## config.mk

```make
export PLATFORM = sky130hd
export DESIGN_NAME = y86_execute_pipe
export DESIGN_NICKNAME = d
export VERILOG_FILES = /design/src/rtl/y86_execute_pipe.sv
export SDC_FILE = /design/constraint.sdc
export NUM_CORES = 1
export LEC_CHECK = 0
export CAP_MARGIN = 0
export CELL_PAD_IN_SITES_DETAIL_PLACEMENT = 0
export CELL_PAD_IN_SITES_GLOBAL_PLACEMENT = 2
export CORE_ASPECT_RATIO = 0.8
export CORE_UTILIZATION = 29
export DETAILED_ROUTE_END_ITERATION = 8
export GPL_TIMING_DRIVEN = 0
export PLACE_DENSITY = 0.88
export REMOVE_ABC_BUFFERS = 1
export SLEW_MARGIN = 20
export SYNTH_ARGS = -nofsm -noshare
export SYNTH_HDL_FRONTEND = slang
export SYNTH_SLANG_ARGS = --single-unit
```

## constraint.sdc

```tcl
create_clock -name clk -period 3 [get_ports clk]
set_input_delay 0.6 -clock clk [delete_from_list [all_inputs] [get_ports clk]]
set_output_delay 0.6 -clock clk [all_outputs]
set_load 0.05 [all_outputs]
```

## src/rtl/y86_execute_pipe.sv

```systemverilog
// Y86 execute stage: ALU, condition-code register, branch/move condition and the E/M
// pipeline register with stall (hold) and bubble (reset-value load).
module y86_execute_pipe #(
  parameter int unsigned WIDTH      = 64,
  parameter int unsigned STACK_STEP = 8
) (
  input  logic             clk,
  input  logic             rst_n,
  input  logic             e_valid,
  input  logic [3:0]       e_icode,
  input  logic [3:0]       e_ifun,
  input  logic [WIDTH-1:0] e_valA,
  input  logic [WIDTH-1:0] e_valB,
  input  logic [WIDTH-1:0] e_valC,
  input  logic [3:0]       e_dstE,
  input  logic [3:0]       e_dstM,
  input  logic             cc_block,
  input  logic             m_stall,
  input  logic             m_bubble,
  output logic             e_cnd,
  output logic             m_valid,
  output logic [3:0]       m_icode,
  output logic             m_cnd,
  output logic [WIDTH-1:0] m_valE,
  output logic [WIDTH-1:0] m_valA,
  output logic [3:0]       m_dstE,
  output logic [3:0]       m_dstM,
  output logic             cc_zf,
  output logic             cc_sf,
  output logic             cc_of
);

  localparam logic [3:0] INop    = 4'h1;
  localparam logic [3:0] ICmov   = 4'h2;
  localparam logic [3:0] IIrmovq = 4'h3;
  localparam logic [3:0] IRmmovq = 4'h4;
  localparam logic [3:0] IMrmovq = 4'h5;
  localparam logic [3:0] IOpq    = 4'h6;
  localparam logic [3:0] IJxx    = 4'h7;
  localparam logic [3:0] ICall   = 4'h8;
  localparam logic [3:0] IRet    = 4'h9;
  localparam logic [3:0] IPushq  = 4'hA;
  localparam logic [3:0] IPopq   = 4'hB;
  localparam logic [3:0] RNone   = 4'hF;
  localparam logic [WIDTH-1:0] Step = WIDTH'(STACK_STEP);

  logic [WIDTH-1:0] val_e;
  logic             zf_new, sf_new, of_new;
  logic             sign_a, sign_b, sign_e;
  logic             cond, cc_update;
  logic             zf_q, sf_q, of_q, zf_d, sf_d, of_d;

  logic             valid_q, valid_d, cnd_q, cnd_d;
  logic [3:0]       icode_q, icode_d, dst_e_q, dst_e_d, dst_m_q, dst_m_d;
  logic [WIDTH-1:0] val_e_q, val_e_d, val_a_q, val_a_d;

  always_comb begin
    val_e = '0;
    case (e_icode)
      ICmov:            val_e = e_valA;
      IIrmovq:          val_e = e_valC;
      IRmmovq, IMrmovq: val_e = e_valB + e_valC;
      IOpq: begin
        case (e_ifun)
          4'd0:    val_e = e_valB + e_valA;
          4'd1:    val_e = e_valB - e_valA;
          4'd2:    val_e = e_valB & e_valA;
          4'd3:    val_e = e_valB ^ e_valA;
          default: val_e = '0;
        endcase
      end
      ICall, IPushq:    val_e = e_valB - Step;
      IRet, IPopq:      val_e = e_valB + Step;
      default:          val_e = '0;
    endcase
  end

  assign sign_a = e_valA[WIDTH-1];
  assign sign_b = e_valB[WIDTH-1];
  assign sign_e = val_e[WIDTH-1];
  assign zf_new = (val_e == '0);
  assign sf_new = sign_e;

  always_comb begin
    of_new = 1'b0;
    if (e_ifun == 4'd0) begin
      of_new = (sign_a == sign_b) && (sign_e != sign_b);
    end else if (e_ifun == 4'd1) begin
      of_new = (sign_a != sign_b) && (sign_e != sign_b);
    end
  end

  assign cc_update = e_valid && (e_icode == IOpq) && (e_ifun <= 4'd3) && !cc_block && !m_stall;

  // Condition is taken from the registered flags only, never from this cycle's ALU result.
  always_comb begin
    case (e_ifun)
      4'd0:    cond = 1'b1;
      4'd1:    cond = (sf_q ^ of_q) | zf_q;
      4'd2:    cond = sf_q ^ of_q;
      4'd3:    cond = zf_q;
      4'd4:    cond = ~zf_q;
      4'd5:    cond = ~(sf_q ^ of_q);
      4'd6:    cond = ~(sf_q ^ of_q) & ~zf_q;
      default: cond = 1'b0;
    endcase
  end

  assign e_cnd = ((e_icode == ICmov) || (e_icode == IJxx)) ? cond : 1'b1;

  always_comb begin
    zf_d = zf_q;
    sf_d = sf_q;
    of_d = of_q;
    if (cc_update) begin
      zf_d = zf_new;
      sf_d = sf_new;
      of_d = of_new;
    end
  end

  always_comb begin
    valid_d = valid_q;
    icode_d = icode_q;
    cnd_d   = cnd_q;
    val_e_d = val_e_q;
    val_a_d = val_a_q;
    dst_e_d = dst_e_q;
    dst_m_d = dst_m_q;
    if (!m_stall) begin
      if (m_bubble || !e_valid) begin
        valid_d = 1'b0;
        icode_d = INop;
        cnd_d   = 1'b0;
        val_e_d = '0;
        val_a_d = '0;
        dst_e_d = RNone;
        dst_m_d = RNone;
      end else begin
        valid_d = 1'b1;
        icode_d = e_icode;
        cnd_d   = e_cnd;
        val_e_d = val_e;
        val_a_d = e_valA;
        dst_e_d = ((e_icode == ICmov) && !cond) ? RNone : e_dstE;
        dst_m_d = e_dstM;
      end
    end
  end

  always_ff @(posedge clk or negedge rst_n) begin
    if (!rst_n) begin
      valid_q <= 1'b0;
      icode_q <= INop;
      cnd_q   <= 1'b0;
      val_e_q <= '0;
      val_a_q <= '0;
      dst_e_q <= RNone;
      dst_m_q <= RNone;
      zf_q    <= 1'b1;
      sf_q    <= 1'b0;
      of_q    <= 1'b0;
    end else begin
      valid_q <= valid_d;
      icode_q <= icode_d;
      cnd_q   <= cnd_d;
      val_e_q <= val_e_d;
      val_a_q <= val_a_d;
      dst_e_q <= dst_e_d;
      dst_m_q <= dst_m_d;
      zf_q    <= zf_d;
      sf_q    <= sf_d;
      of_q    <= of_d;
    end
  end

  assign m_valid = valid_q;
  assign m_icode = icode_q;
  assign m_cnd   = cnd_q;
  assign m_valE  = val_e_q;
  assign m_valA  = val_a_q;
  assign m_dstE  = dst_e_q;
  assign m_dstM  = dst_m_q;
  assign cc_zf   = zf_q;
  assign cc_sf   = sf_q;
  assign cc_of   = of_q;

endmodule
```

==> results of run 1 <==
report_power, final:
part | internal, W | switching (W)
logic | 0.00259 | 0.00438
clock network | 0.00140 | 0.00109
registers | 0.00206 | 0.0000625
through the flow:
stage / worst slack, ns / utilization / std cells / area (sq um) / setup TNS (ns)
4_1_cts: -3.167 / 0.4053 / 4568 / 32190 / -89.67
3_3_place_gp: -13.65 / 0.3471 / 4353 / 27570 / -2061.88
6_report: -3.637 / 0.4216 / 4634 / 33490 / -102.70
5_1_grt: -3.780 / 0.4216 / 4633 / 33480 / -106.78
2_1_floorplan: -4.263 / - / 2960 / 22680 / -269.29
3_5_place_dp: -6.442 / 0.3572 / 4407 / 28370 / -229.24
routing by layer:
metal | GRT usage | share of wire
met5 | 0.01053 | 0.00099
met4 | 0.09410 | 0.033
met3 | 0.09502 | 0.13
met2 | 0.4342 | 0.40
met1 | 0.4468 | 0.44
cells by family (layout without fill, tap and decap cells):
| group | Yosys count | in the layout | share of synthesized area |
|---|---|---|---|
| compound gates | 1223 | 1223 | 0.3528 |
| simple gates | 1030 | 1030 | 0.2162 |
| buf+inv | 261 | 694 | 0.04205 |
| fa+ha+maj | 253 | 253 | 0.1360 |
| xor+xnor | 176 | 176 | 0.06574 |
| flops | 145 | 145 | 0.1553 |
| mux | 74 | 74 | 0.03196 |
| other cells | 0 | 5 | 0 |
placed cells by master, fill, tap and decap left out, drive strengths merged, types with 14 or more instances in the layout:
cell type      instances
and2                  19
a211oi                42
o221ai                16
xnor2                 93
a2111oi               18
o31ai                 25
inv                   62
dfrtp                135
nor3                  78
or2                   17
a21o                  58
nand4                 98
xor2                  83
nand2                333
nand3                 69
a21oi                327
nor4                  33
and4                  14
a222oi                30
or4                   14
mux2i                 67
a31oi                 25
a22oi                 43
o21bai                32
o211ai                38
o21ai                253
nor2b                 20
or3                   30
clkdlybuf4s50        314
ha                   250
clkbuf                21
o21a                  41
and3                  19
a221oi                24
o22ai                 25
buf                  267
nor2                 219
nand2b                36
a22o                 111
critical path, stage by stage:
cell	delay (ns)
buf_12	0.10
or3_4	0.39
or3_4	0.37
or2_4	0.28
nor2_4	0.11
nand2_4	0.12
or3_4	0.44
nor2b_4	0.18
nor2_2	0.06
xnor2_1	0.21
ha_2	0.37
a21oi_2	0.17
o21ai_2	0.09
a21o_1	0.19
o211ai_1	0.51
o2111ai_2	0.24
nor4_2	0.20
o221ai_2	0.17
a2111oi_4	0.49
nand4_1	0.38
nor4_4	0.54
nand4_1	0.36
nor4_2	0.35
a21o_1	0.12
how the worst max path moves through the flow:
stage                     startpoint    end  slack [ns]
final                      e_valA[3]  cc_zf       -3.64
after floorplan           e_icode[2]  cc_zf       -4.26
after CTS                  e_valA[4]  cc_zf       -3.17
after detailed placement   e_valA[3]  cc_zf       -6.44
after global placement    e_icode[3]  cc_zf      -13.65
after global routing       e_valA[3]  cc_zf       -3.78
sequential cells by signal (all words and copies together), names as in the netlist, 4 cells and up:
| register | count |
|---|---|
| m_valA | 64 |
| m_icode | 4 |
| m_dstE | 4 |
| m_valE | 64 |
| m_dstM | 4 |
Yosys cell counts (29+ instances only):
cell	n	area, sq um
clkbuf_1	185	694.4
xor2_1	83	727.0
a22oi_1	43	322.8
o211ai_1	36	270.3
or3_1	30	187.7
a211oi_1	40	300.3
nor4_1	29	181.4
a22o_1	111	972.2
a21o_1	57	427.9
a21oi_1	325	1627
ha_1	250	3128
mux2i_1	67	670.6
nor3_1	76	380.4
nand2_1	332	1246
o21bai_1	32	240.2
o21a_1	41	307.8
dfrtp_1	135	3378
xnor2_1	93	814.5
o21ai_1	45	225.2
inv_1	58	217.7
nand4_1	98	613.1
nand3_1	69	345.3
o21ai_0	207	1036
nand2b_1	35	219.0
a222oi_1	30	300.3
nor2_1	219	822.0
layout make-up:
cell class	instances	area, sq um	share of cell area
Clock inverter	15	206.4	0.006165
Clock buffer	17	425.4	0.01270
Multi-Input combinational cell	2756	21800	0.6511
Tap cell	1034	1294	0.03863
Antenna cell	5	12.51	0.0003736
Sequential cell	145	3641	0.1087
Timing Repair Buffer	603	5862	0.1750
Inverter	59	241.5	0.007211
timing repair:
item | CTS | global route
setup endpoints to repair | 73 | 63
cloned | 1 | 0
hold buffers | 0 | 0
setup buffers | 129 | 66
gates resized for setup | 609 | 201
endpoints found under the hold margin | 0 | 0
pin swaps | 142 | 118
==> out/qor.csv, run 1 <==
metric,value,unit
finalSetupViolCount,59,
antenna_found_initial,5,
ys_types,102,
total_leakage_power,13.19,nW
rsz0062_at_grt,yes,
status,finished with violations,
synth-edff-count,0,
violations,"DRC, setup timing",
vdd_drop_max,0.3831,mV
io_buffer_count,359,
first_global_vias,27000,
tritoncts,built,
worst_slew_pin_slew,0.9782,ns
grt.total_usage,0.3104,
fin_hold_ws,0.03462,ns
setup_slack,-3.637,ns
clock_latency,0.48,ns
fillerInstances,7914,
finalWirelength,133400,microns
drt_iter0_markers,3540,
syn-instance-count,3162,
ant_nets,0,
die_area,0.08200,sq mm
cts_max_path_buffers,2,
syn2layout_area_growth,42.82,%
cts.htree.levels,4,
wire_per_inst,28.79,microns
max_cap_viol_count,0,
grt_remaining_overflow,0,
layout.nets,4049,
root_buffer,clkbuf_16,
dp_hpwl,104200,microns
ys.flop_type,dfrtp_1,
ys_seq_elements,145,
netlist_area,0.02345,sq mm
globalplace.congestion,0.9895,
drc,3,
clkTransAtPathRegs,0.08,ns
fmax,150.7,MHz
core_area,0.07943,sq mm
die_y,256.3,microns
rr_worst_depth,9,
hold_violations,0,
final.min_clock_period,6.637,ns
grt_max_degree,78,
grt_first_pass_wirelength,188000,microns
drt_first_pass_iters,9,
rows,92,
synth_seq_area_share,0.1553,
boundaryPins,360,
die_w,319.9,microns
startpoint_type,primary input,
fin_crit_sh,2.212,
crit_fanout,5,
reg2reg_from,cc_of,
reg2reg_to,m_dstE[1],
vias_per_cell,6.284,
power,0.01158,W
crit_required,3.43,ns
initial_utilization,0.2952,
asyncSetResetFlopFracSynth,1.000,
drive_gt1_frac,0.2147,
cts_sinks,145,
vias,29120,
yosys_warnings,0,
power_density,345.9,mW/mm^2
hp-class,in -> async,
syn_area_per_cell,7.415,sq um
maxSlewHeadroom,0.3419,
r2r_slack,1.10,ns
path_class,in -> reg,
worst_ep_arrival_time,7.07,ns
finalMaxSlewViolations,0,
cts_buffers,17,
endpoint_kind,register,
clock_skew,0.005644,ns
No activity file was read; power rests on OpenSTA's default activity.
==> inputs of run 2 (changes only) <==
- CTS_BUF_LIST: unset -> sky130_fd_sc_hd__clkbuf_4 sky130_fd_sc_hd__clkbuf_8 sky130_fd_sc_hd__clkbuf_16
==> results of run 2 <==
Final layout, timing and power as in run 1 (identical DEF).
